===== config.mk =====
export PLATFORM = sky130hd
export DESIGN_NAME = pipe_skid_stage
export DESIGN_NICKNAME = d
export VERILOG_FILES = /design/src/rtl/pipe_pkg.sv /design/src/rtl/pipe_skid_stage.sv
export SDC_FILE = /design/constraint.sdc
export NUM_CORES = 1
export LEC_CHECK = 0
export ABC_AREA = 1
export CAP_MARGIN = 10
export CORE_MARGIN = 2
export CORE_UTILIZATION = 30
export CTS_BUF_LIST = sky130_fd_sc_hd__clkbuf_4 sky130_fd_sc_hd__clkbuf_8
export DETAILED_ROUTE_END_ITERATION = 10
export HOLD_SLACK_MARGIN = 0.12
export PLACE_DENSITY_LB_ADDON = 0.25
export SLEW_MARGIN = 20
export SYNTH_ARGS = -nofsm -noshare
export SYNTH_HDL_FRONTEND = slang
export SYNTH_SLANG_ARGS = --single-unit

===== constraint.sdc =====
create_clock -name CLK -period 1.7 [get_ports CLK]
set_input_delay 0.17 -clock CLK [delete_from_list [all_inputs] [get_ports CLK]]
set_output_delay 0.17 -clock CLK [all_outputs]
set_load 0.02 [all_outputs]

===== src/rtl/pipe_pkg.sv =====
// pipe_pkg: definitions shared by the elastic pipeline stage and its users.
//   skid_state_t : occupancy state of pipe_skid_stage (empty / one beat / two beats)
//   PIPE_CNT_W   : width of the stage occupancy count output
//   ex_mem_t     : EX/MEM payload, carried opaquely as WIDTH = $bits(ex_mem_t)
package pipe_pkg;

  localparam int unsigned PIPE_CNT_W = 2;

  typedef enum logic [1:0] {
    SKID_EMPTY = 2'd0,
    SKID_ONE   = 2'd1,
    SKID_FULL  = 2'd2
  } skid_state_t;

  // Field names kept as in the original EX/MEM latch so existing stage logic maps 1:1.
  typedef struct packed {
    logic        regdst;
    logic        dREN;
    logic        dWEN;
    logic [31:0] dmemstore;
    logic        regwr;
    logic        memtoreg;
    logic        halt;
    logic [31:0] portO;
    logic [31:0] lui;
    logic [31:0] pcp4;
    logic [4:0]  wsel;
    logic [5:0]  op;
  } ex_mem_t;

endpackage


===== src/rtl/pipe_skid_stage.sv =====
// pipe_skid_stage: elastic two-entry pipeline register (main + skid) with valid/ready
// handshake and synchronous flush. in_ready, out_valid and count come straight from flops,
// so downstream stall logic never reaches upstream combinationally.
// Ports:
//   CLK, RST            : clock, synchronous active-high reset
//   flush               : drop all held beats at the next edge (data registers keep contents)
//   in_valid/in_ready   : upstream handshake, in_data payload
//   out_valid/out_ready : downstream handshake, out_data payload (from main register)
//   count               : beats held, 0..2
module pipe_skid_stage
  import pipe_pkg::*;
#(
  parameter int unsigned      WIDTH   = 32,
  parameter logic [WIDTH-1:0] RST_VAL = '0
) (
  input  logic                  CLK,
  input  logic                  RST,
  input  logic                  flush,
  input  logic                  in_valid,
  output logic                  in_ready,
  input  logic [WIDTH-1:0]      in_data,
  output logic                  out_valid,
  input  logic                  out_ready,
  output logic [WIDTH-1:0]      out_data,
  output logic [PIPE_CNT_W-1:0] count
);

  skid_state_t           r_state;
  logic [WIDTH-1:0]      r_main;
  logic [WIDTH-1:0]      r_skid;
  logic                  r_in_ready;
  logic                  r_out_valid;
  logic [PIPE_CNT_W-1:0] r_count;

  skid_state_t           w_state_d;
  logic [WIDTH-1:0]      w_main_d;
  logic [WIDTH-1:0]      w_skid_d;
  logic                  w_acc_in;
  logic                  w_acc_out;

  assign w_acc_in  = in_valid & r_in_ready;
  assign w_acc_out = r_out_valid & out_ready;

  always_comb begin
    w_state_d = r_state;
    w_main_d  = r_main;
    w_skid_d  = r_skid;
    unique case (r_state)
      SKID_EMPTY: begin
        if (w_acc_in) begin
          w_state_d = SKID_ONE;
          w_main_d  = in_data;
        end
      end
      SKID_ONE: begin
        if (w_acc_in && w_acc_out) begin
          w_main_d = in_data;
        end else if (w_acc_in) begin
          w_state_d = SKID_FULL;
          w_skid_d  = in_data;
        end else if (w_acc_out) begin
          w_state_d = SKID_EMPTY;
        end
      end
      SKID_FULL: begin
        // in_ready is low here, so only the drain direction can fire.
        if (w_acc_out) begin
          w_state_d = SKID_ONE;
          w_main_d  = r_skid;
        end
      end
      default: begin
        w_state_d = SKID_EMPTY;
      end
    endcase
    // Flush squashes occupancy only; stale data stays but is never presented as valid.
    if (flush) begin
      w_state_d = SKID_EMPTY;
      w_main_d  = r_main;
      w_skid_d  = r_skid;
    end
  end

  always_ff @(posedge CLK) begin
    if (RST) begin
      r_state     <= SKID_EMPTY;
      r_main      <= RST_VAL;
      r_skid      <= RST_VAL;
      r_in_ready  <= 1'b1;
      r_out_valid <= 1'b0;
      r_count     <= '0;
    end else begin
      r_state     <= w_state_d;
      r_main      <= w_main_d;
      r_skid      <= w_skid_d;
      // Handshake outputs are registered copies decoded from the next state.
      r_in_ready  <= (w_state_d != SKID_FULL);
      r_out_valid <= (w_state_d != SKID_EMPTY);
      r_count     <= (w_state_d == SKID_FULL) ? PIPE_CNT_W'(2) :
                     (w_state_d == SKID_ONE)  ? PIPE_CNT_W'(1) : PIPE_CNT_W'(0);
    end
  end

  assign in_ready  = r_in_ready;
  assign out_valid = r_out_valid;
  assign out_data  = r_main;
  assign count     = r_count;

endmodule


==> results of run 1 <==
[through the flow]
step	utilization, %	hold slack [ns]	instances
after floorplan	-	0.334	476
after CTS	41.2	0.471	676
after global placement	39.4	0.464	662
after global routing	41.2	0.487	676
after detailed placement	39.4	0.474	662
final	41.2	0.484	676
[sequential cells by signal, indices dropped and copies added (netlist names)]
register / cells
count: 2
in_ready: 1
out_data: 32
out_valid: 1
r_skid: 32
r_state: 2
[per-layer routing]
layer / global-route usage (%) / part of all wire, % / up-vias
li1: - / - / 1531
met1: 15.5 / 48 / 1188
met2: 24.3 / 46 / 54
met3: 4.49 / 5.0 / 6
met4: 3.14 / 0.96 / 0
met5: 0 / 0 / -
[Yosys cell counts]
library cell / count
nand2_1: 171
inv_2: 3
nand3_1: 1
o21ai_0: 32
inv_1: 38
a21oi_1: 2
nor2_4: 1
buf_2: 8
o21ai_1: 1
clkbuf_1: 10
nor2_1: 130
nand2_2: 1
buf_4: 2
buf_6: 6
dfxtp_1: 70
[layout make-up]
cell class | count | share of cell area (%)
flip-flops and latches | 70 | 34.7
well taps | 133 | 4.12
multi-input cells | 339 | 33.0
clock buffers | 13 | 4.27
inverters | 41 | 3.81
repair buffers | 79 | 20.1
clock inverters | 1 | 0.124
[worst paths after layout]
| kind | start | endpoint | slack [ns] | cells past startpoint |
|---|---|---|---|---|
| worst min-delay path | r_skid[1] | r_skid[1] | 0.48 | 2 |
| worst max register to register | r_state[0] | out_data[20] | 0.39 | 6 |
| worst max-delay path | out_data[29] | out_data[29] | 0.23 | 1 |
| worst min register to register | r_skid[1] | r_skid[1] | 0.48 | 2 |
[power groups by stage]
stage	Sequential (mW)	Clock, mW	Combinational (mW)
2_1_floorplan	1.88	0	0.257
3_3_place_gp	1.80	0	0.589
3_5_place_dp	1.80	0	0.592
4_1_cts	1.77	1.29	0.597
5_1_grt	1.78	1.35	0.666
6_report	1.77	1.23	0.589
[cell families after synthesis]
group | Yosys count | synth area share [%]
buffers and inverters | 67 | 10.3
DFF | 70 | 46.1
and+or+nand+nor | 304 | 37.9
AOI/OAI and AO/OA | 35 | 5.76
==> results.md, run 1 <==
* Initial core utilization at 31.0%
* CP max FO at 2
* GP Congestion at 0.758
* First-pass GRT wire length at 12300 microns
* Net Sw Frac at 26.0%
* Antenna viol nets, final at 0
* Most frequent cells in the layout: 171 x nand2_1, 130 x nor2_1, 72 x clkdlybuf4s50_1
* Synth top area share at 46.1%
* Clock buffer depth at 2
* Net count after synthesis at 513
* Synthesized area at 0.00304 sq mm
* Leakage at 1.92 nW
* Core Region at 0.00982 sq mm
* Initial DRC Count at 77
* Slew headroom at 62.9%
* Crit. End Element: output pin
* Final hold viol count at 0
* Design Area, Final at 0.00404 sq mm
* Root buffer cell: clkbuf_8
* Htree depth at 3
* Pre-CTS setup slack at 0.193 ns
* Latest clock arrival within the worst-skew pair at 0.33 ns
* Share of layout cells above drive strength 1 at 5.16%
* Tot GR Track Use at 13.5%
* P_sw at 0.931 mW
* ANT cells at 0
* Clk_skew at 0.00354 ns
* Final-report max-slew violation count at 0
* Sequential-to-total area share from yosys stat at 46.1%
* Die area at 0.0110 sq mm
* Die span in y at 105 microns
* Worst path top cell family by delay: buffers and inverters
* CTS tree: done
* Internal power at 2.65 mW
* Syn-to-layout area delta at 32.9%
* Grt ovf at 0
* YS warnings at 0
* Max VDD drop at 551 uV
* Mapped Cells at 476
* Period utilization at 86.5%
* Fmax at 680 MHz
* Actual slew at the worst max-slew pin at 0.556 ns
* Multi-input gate area at 0.00133 sq mm
* Total power at 3.58 mW
* Row count at 36
* Setup TNS Final at 0 ns
* Die X-Extent at 105 microns
* PortBufs at 72
* Final net count at 577
* Reg power frac at 49.3%
* Number of global-route vias before repair at 2801
* Area leader, netlist: dfxtp_1
* First drt pass iteration count at 4
* Io pins at 73
* Synth Register Bits at 70
* CTS Hold Buffers Added at 0
* Final HPWL DP at 4350 microns
* Postcts setup bufs at 0
* Post-route setup slack at 0.229 ns
* Max-cap viol count at 0
* Vias/cell at 4.11
* Logic pwr share at 16.4%
* Crit Path Class: flip-flop to output pin
* Status: complete, no violations
* Largest net degree at the start of global routing at 67
* Slowest cell on the critical path: clkdlybuf4s50_1
* Clk pwr share at 34.3%
* Syn Area/Cell at 6.39 sq um
* Most common cell after layout, fill and taps aside: nand2_1
* Slowest stage delay, CP at 0.62 ns
* Path category of the worst min-delay check: flip-flop to flip-flop
* Unique masters post-synth at 15
* Final setup fails at 0
* DRC at 0
* Number of buffers created by CTS at 9
* Crit path buf inv count at 1
* Worst-path clk slew at 0.07 ns
* Initial antenna violation count at 0
* Reg area at 0.00140 sq mm
* Via Count at 2779
* CP Launch Type: flip-flop
* RSZ-0062 raised after global routing: false
* WL/cell at 9.98 microns
* P per Cell Area at 886 mW/mm^2
* Worst path cell trace: clkdlybuf4s50_1
* Worst EP required at 1.53 ns
* Clock Sinks at 70
* Final worst path period need at 1.47 ns
* Area post-placement at 0.00386 sq mm
* Drt total wl at 6740 microns
* Worst path arrival time at 1.30 ns
* Dominant cells by area after synthesis: dfxtp_1 46%, nand2_1 21%, nor2_1 16%, o21ai_0 5.3%, inv_1 4.7%
* CTS resizes at 0
* Fillers at 1090
Power figures use the tool's default switching activity.
==> run 2: changes to the inputs <==
- GPL_ROUTABILITY_DRIVEN: default -> 1
==> results of run 2 <==
Same layout as run 1: the final DEF is identical, and so are final timing and power.
==> run 3: changes to the inputs <==
- CORE_UTILIZATION: 30 -> 40
==> results.md, run 3 (same netlist as run 1, synthesis figures left out) <==
* DRC at 0 (unchanged)
* Share of layout cells above drive strength 1 at 5.50% (was 5.16%)
* Worst path cell trace: clkdlybuf4s50_1 (unchanged)
* Tot GR Track Use at 17.9% (was 13.5%)
* Antenna viol nets, final at 0 (unchanged)
* Number of global-route vias before repair at 2808 (was 2801)
* Htree depth at 3 (unchanged)
* Leakage at 1.92 nW (about the same)
* Slew headroom at 62.9% (about the same)
* CP max FO at 3 (was 2)
* P per Cell Area at 913 mW/mm^2 (was 886 mW/mm^2)
* Final-report max-slew violation count at 0 (unchanged)
* Path category of the worst min-delay check: input port to flip-flop (was flip-flop to flip-flop)
* Start point of the worst min-delay path: in_data[20] (was r_skid[1])
* Grt ovf at 0 (unchanged)
* CP Launch Type: flip-flop (unchanged)
* Net Sw Frac at 25.5% (was 26.0%)
* ANT cells at 0 (unchanged)
* First drt pass iteration count at 4 (unchanged)
* Period utilization at 87.1% (was 86.5%)
* Postcts setup bufs at 0 (unchanged)
* Actual slew at the worst max-slew pin at 0.556 ns (about the same)
* Initial DRC Count at 123 (was 77)
* Setup TNS Final at 0 ns (unchanged)
* Clk pwr share at 35.6% (was 34.3%)
* Pre-CTS setup slack at 0.202 ns (was 0.193 ns)
* CP Depth at 1 (unchanged)
* Number of buffers created by CTS at 9 (unchanged)
* Crit path buf inv count at 1 (unchanged)
* Final HPWL DP at 4250 microns (was 4350 microns)
* Max-cap viol count at 0 (unchanged)
* Syn-to-layout area delta at 31.6% (was 32.9%)
* Die X-Extent at 91.2 microns (was 105 microns)
* Internal power at 2.72 mW (was 2.65 mW)
* Io pins at 73 (unchanged)
* Clock buffer depth at 2 (unchanged)
* Slowest stage delay, CP at 0.61 ns (was 0.62 ns)
* Vias/cell at 4.39 (was 4.11)
* P_sw at 0.934 mW (was 0.931 mW)
* Die area at 0.00832 sq mm (was 0.0110 sq mm)
* Drt total wl at 6690 microns (was 6740 microns)
* Via Count at 2825 (was 2779)
* Worst EP required at 1.53 ns (about the same)
* Max VDD drop at 394 uV (was 551 uV)
* Grt peak-use layer: met2 (unchanged)
* Row count at 31 (was 36)
* CTS resizes at 0 (unchanged)
* Cell depth of the worst flop-to-flop path at 7 (was 6)
* Critical path launch point: out_valid (was out_data[29])
* Total power at 3.66 mW (was 3.58 mW)
* FF-to-FF Start: r_state[1] (was r_state[0])
* Capture point of the worst path: out_valid (was out_data[29])
* Reg power frac at 48.3% (was 49.3%)
* Root buffer cell: clkbuf_8 (unchanged)
* Final Hold Slack at 0.482 ns (was 0.484 ns)
* Most frequent cells in the layout: 171 x nand2_1, 130 x nor2_1, 72 x clkdlybuf4s50_1 (unchanged)
* Clock Sinks at 70 (unchanged)
* First-pass GRT wire length at 12200 microns (was 12300 microns)
* Met3 Use GR at 3.49% (was 4.49%)
* Worst-path clk slew at 0.07 ns (about the same)
* Status: complete, no violations (unchanged)
* Met1 Use GR at 20.7% (was 15.5%)
* WL/cell at 10.4 microns (was 9.98 microns)
* Core Region at 0.00729 sq mm (was 0.00982 sq mm)
* Clk_skew at 0.00670 ns (was 0.00354 ns)
* Initial core utilization at 41.7% (was 31.0%)
* GP Congestion at 0.738 (was 0.758)
* Fillers at 759 (was 1090)
* Worst path arrival time at 1.31 ns (was 1.30 ns)
* Reg2reg setup slack at 0.39 ns (about the same)
* Fmax at 675 MHz (was 680 MHz)
* Most common cell after layout, fill and taps aside: nand2_1 (unchanged)
* Final net count at 577 (unchanged)
* Crit Reg-Reg Endpoint: out_valid (was out_data[20])
* Logic pwr share at 16.1% (was 16.4%)
* PortBufs at 72 (unchanged)
* Die span in y at 91.2 microns (was 105 microns)
* Initial antenna violation count at 0 (unchanged)
* Post-route setup slack at 0.219 ns (was 0.229 ns)
* CTS tree: done (unchanged)
* RSZ-0062 raised after global routing: false (unchanged)
* Latest clock arrival within the worst-skew pair at 0.33 ns (about the same)
* Largest net degree at the start of global routing at 67 (unchanged)
* Crit Path Class: flip-flop to output pin (unchanged)
* Worst path top cell family by delay: buffers and inverters (unchanged)
* Final worst path period need at 1.48 ns (was 1.47 ns)
* Routing usage on met2 at 32.0% (was 24.3%)
* Slowest cell on the critical path: clkdlybuf4s50_1 (unchanged)
* Crit. End Element: output pin (unchanged)
* CTS Hold Buffers Added at 0 (unchanged)
* Final hold viol count at 0 (unchanged)
* Final setup fails at 0 (unchanged)
[run 3: final cells by class]
class	count	area (sq um)	area share [%]
tap	99	124	3.09
multi-input combinational	339	1330	33.3
timing repair buffer	79	798	19.9
sequential	70	1400	35.0
inverter	41	154	3.84
clock buffer	16	195	4.87
[run 3: power groups by stage]
stage | Clock, mW | Sequential [mW] | Combinational (mW)
final | 1.30 | 1.76 | 0.588
after global routing | 1.40 | 1.78 | 0.667
after CTS | 1.33 | 1.77 | 0.595
after detailed placement | 0 | 1.80 | 0.591
after global placement | 0 | 1.80 | 0.583
after floorplan | 0 | 1.88 | 0.257
[run 3: routing by layer]
metal | vias to the layer above | part of all wire (%)
met5 | - | 0
met4 | 0 | 1.8
met3 | 11 | 3.9
met2 | 53 | 48
met1 | 1227 | 47
li1 | 1534 | -
[run 3: worst min-delay path by stage]
stage	end	cells after the start
2_1_floorplan	r_skid[0]	2
3_3_place_gp	r_skid[11]	2
3_5_place_dp	r_skid[9]	2
4_1_cts	r_skid[20]	3
5_1_grt	r_skid[6]	2
6_report	r_skid[20]	3
[run 3: stage by stage]
step	cell area, sq um	util (%)	instances
after global placement	3810	52.2	628
after detailed placement	3810	52.2	628
final	4010	54.9	644
after floorplan	3040	-	476
after global routing	4010	54.9	644
after CTS	4010	54.9	644
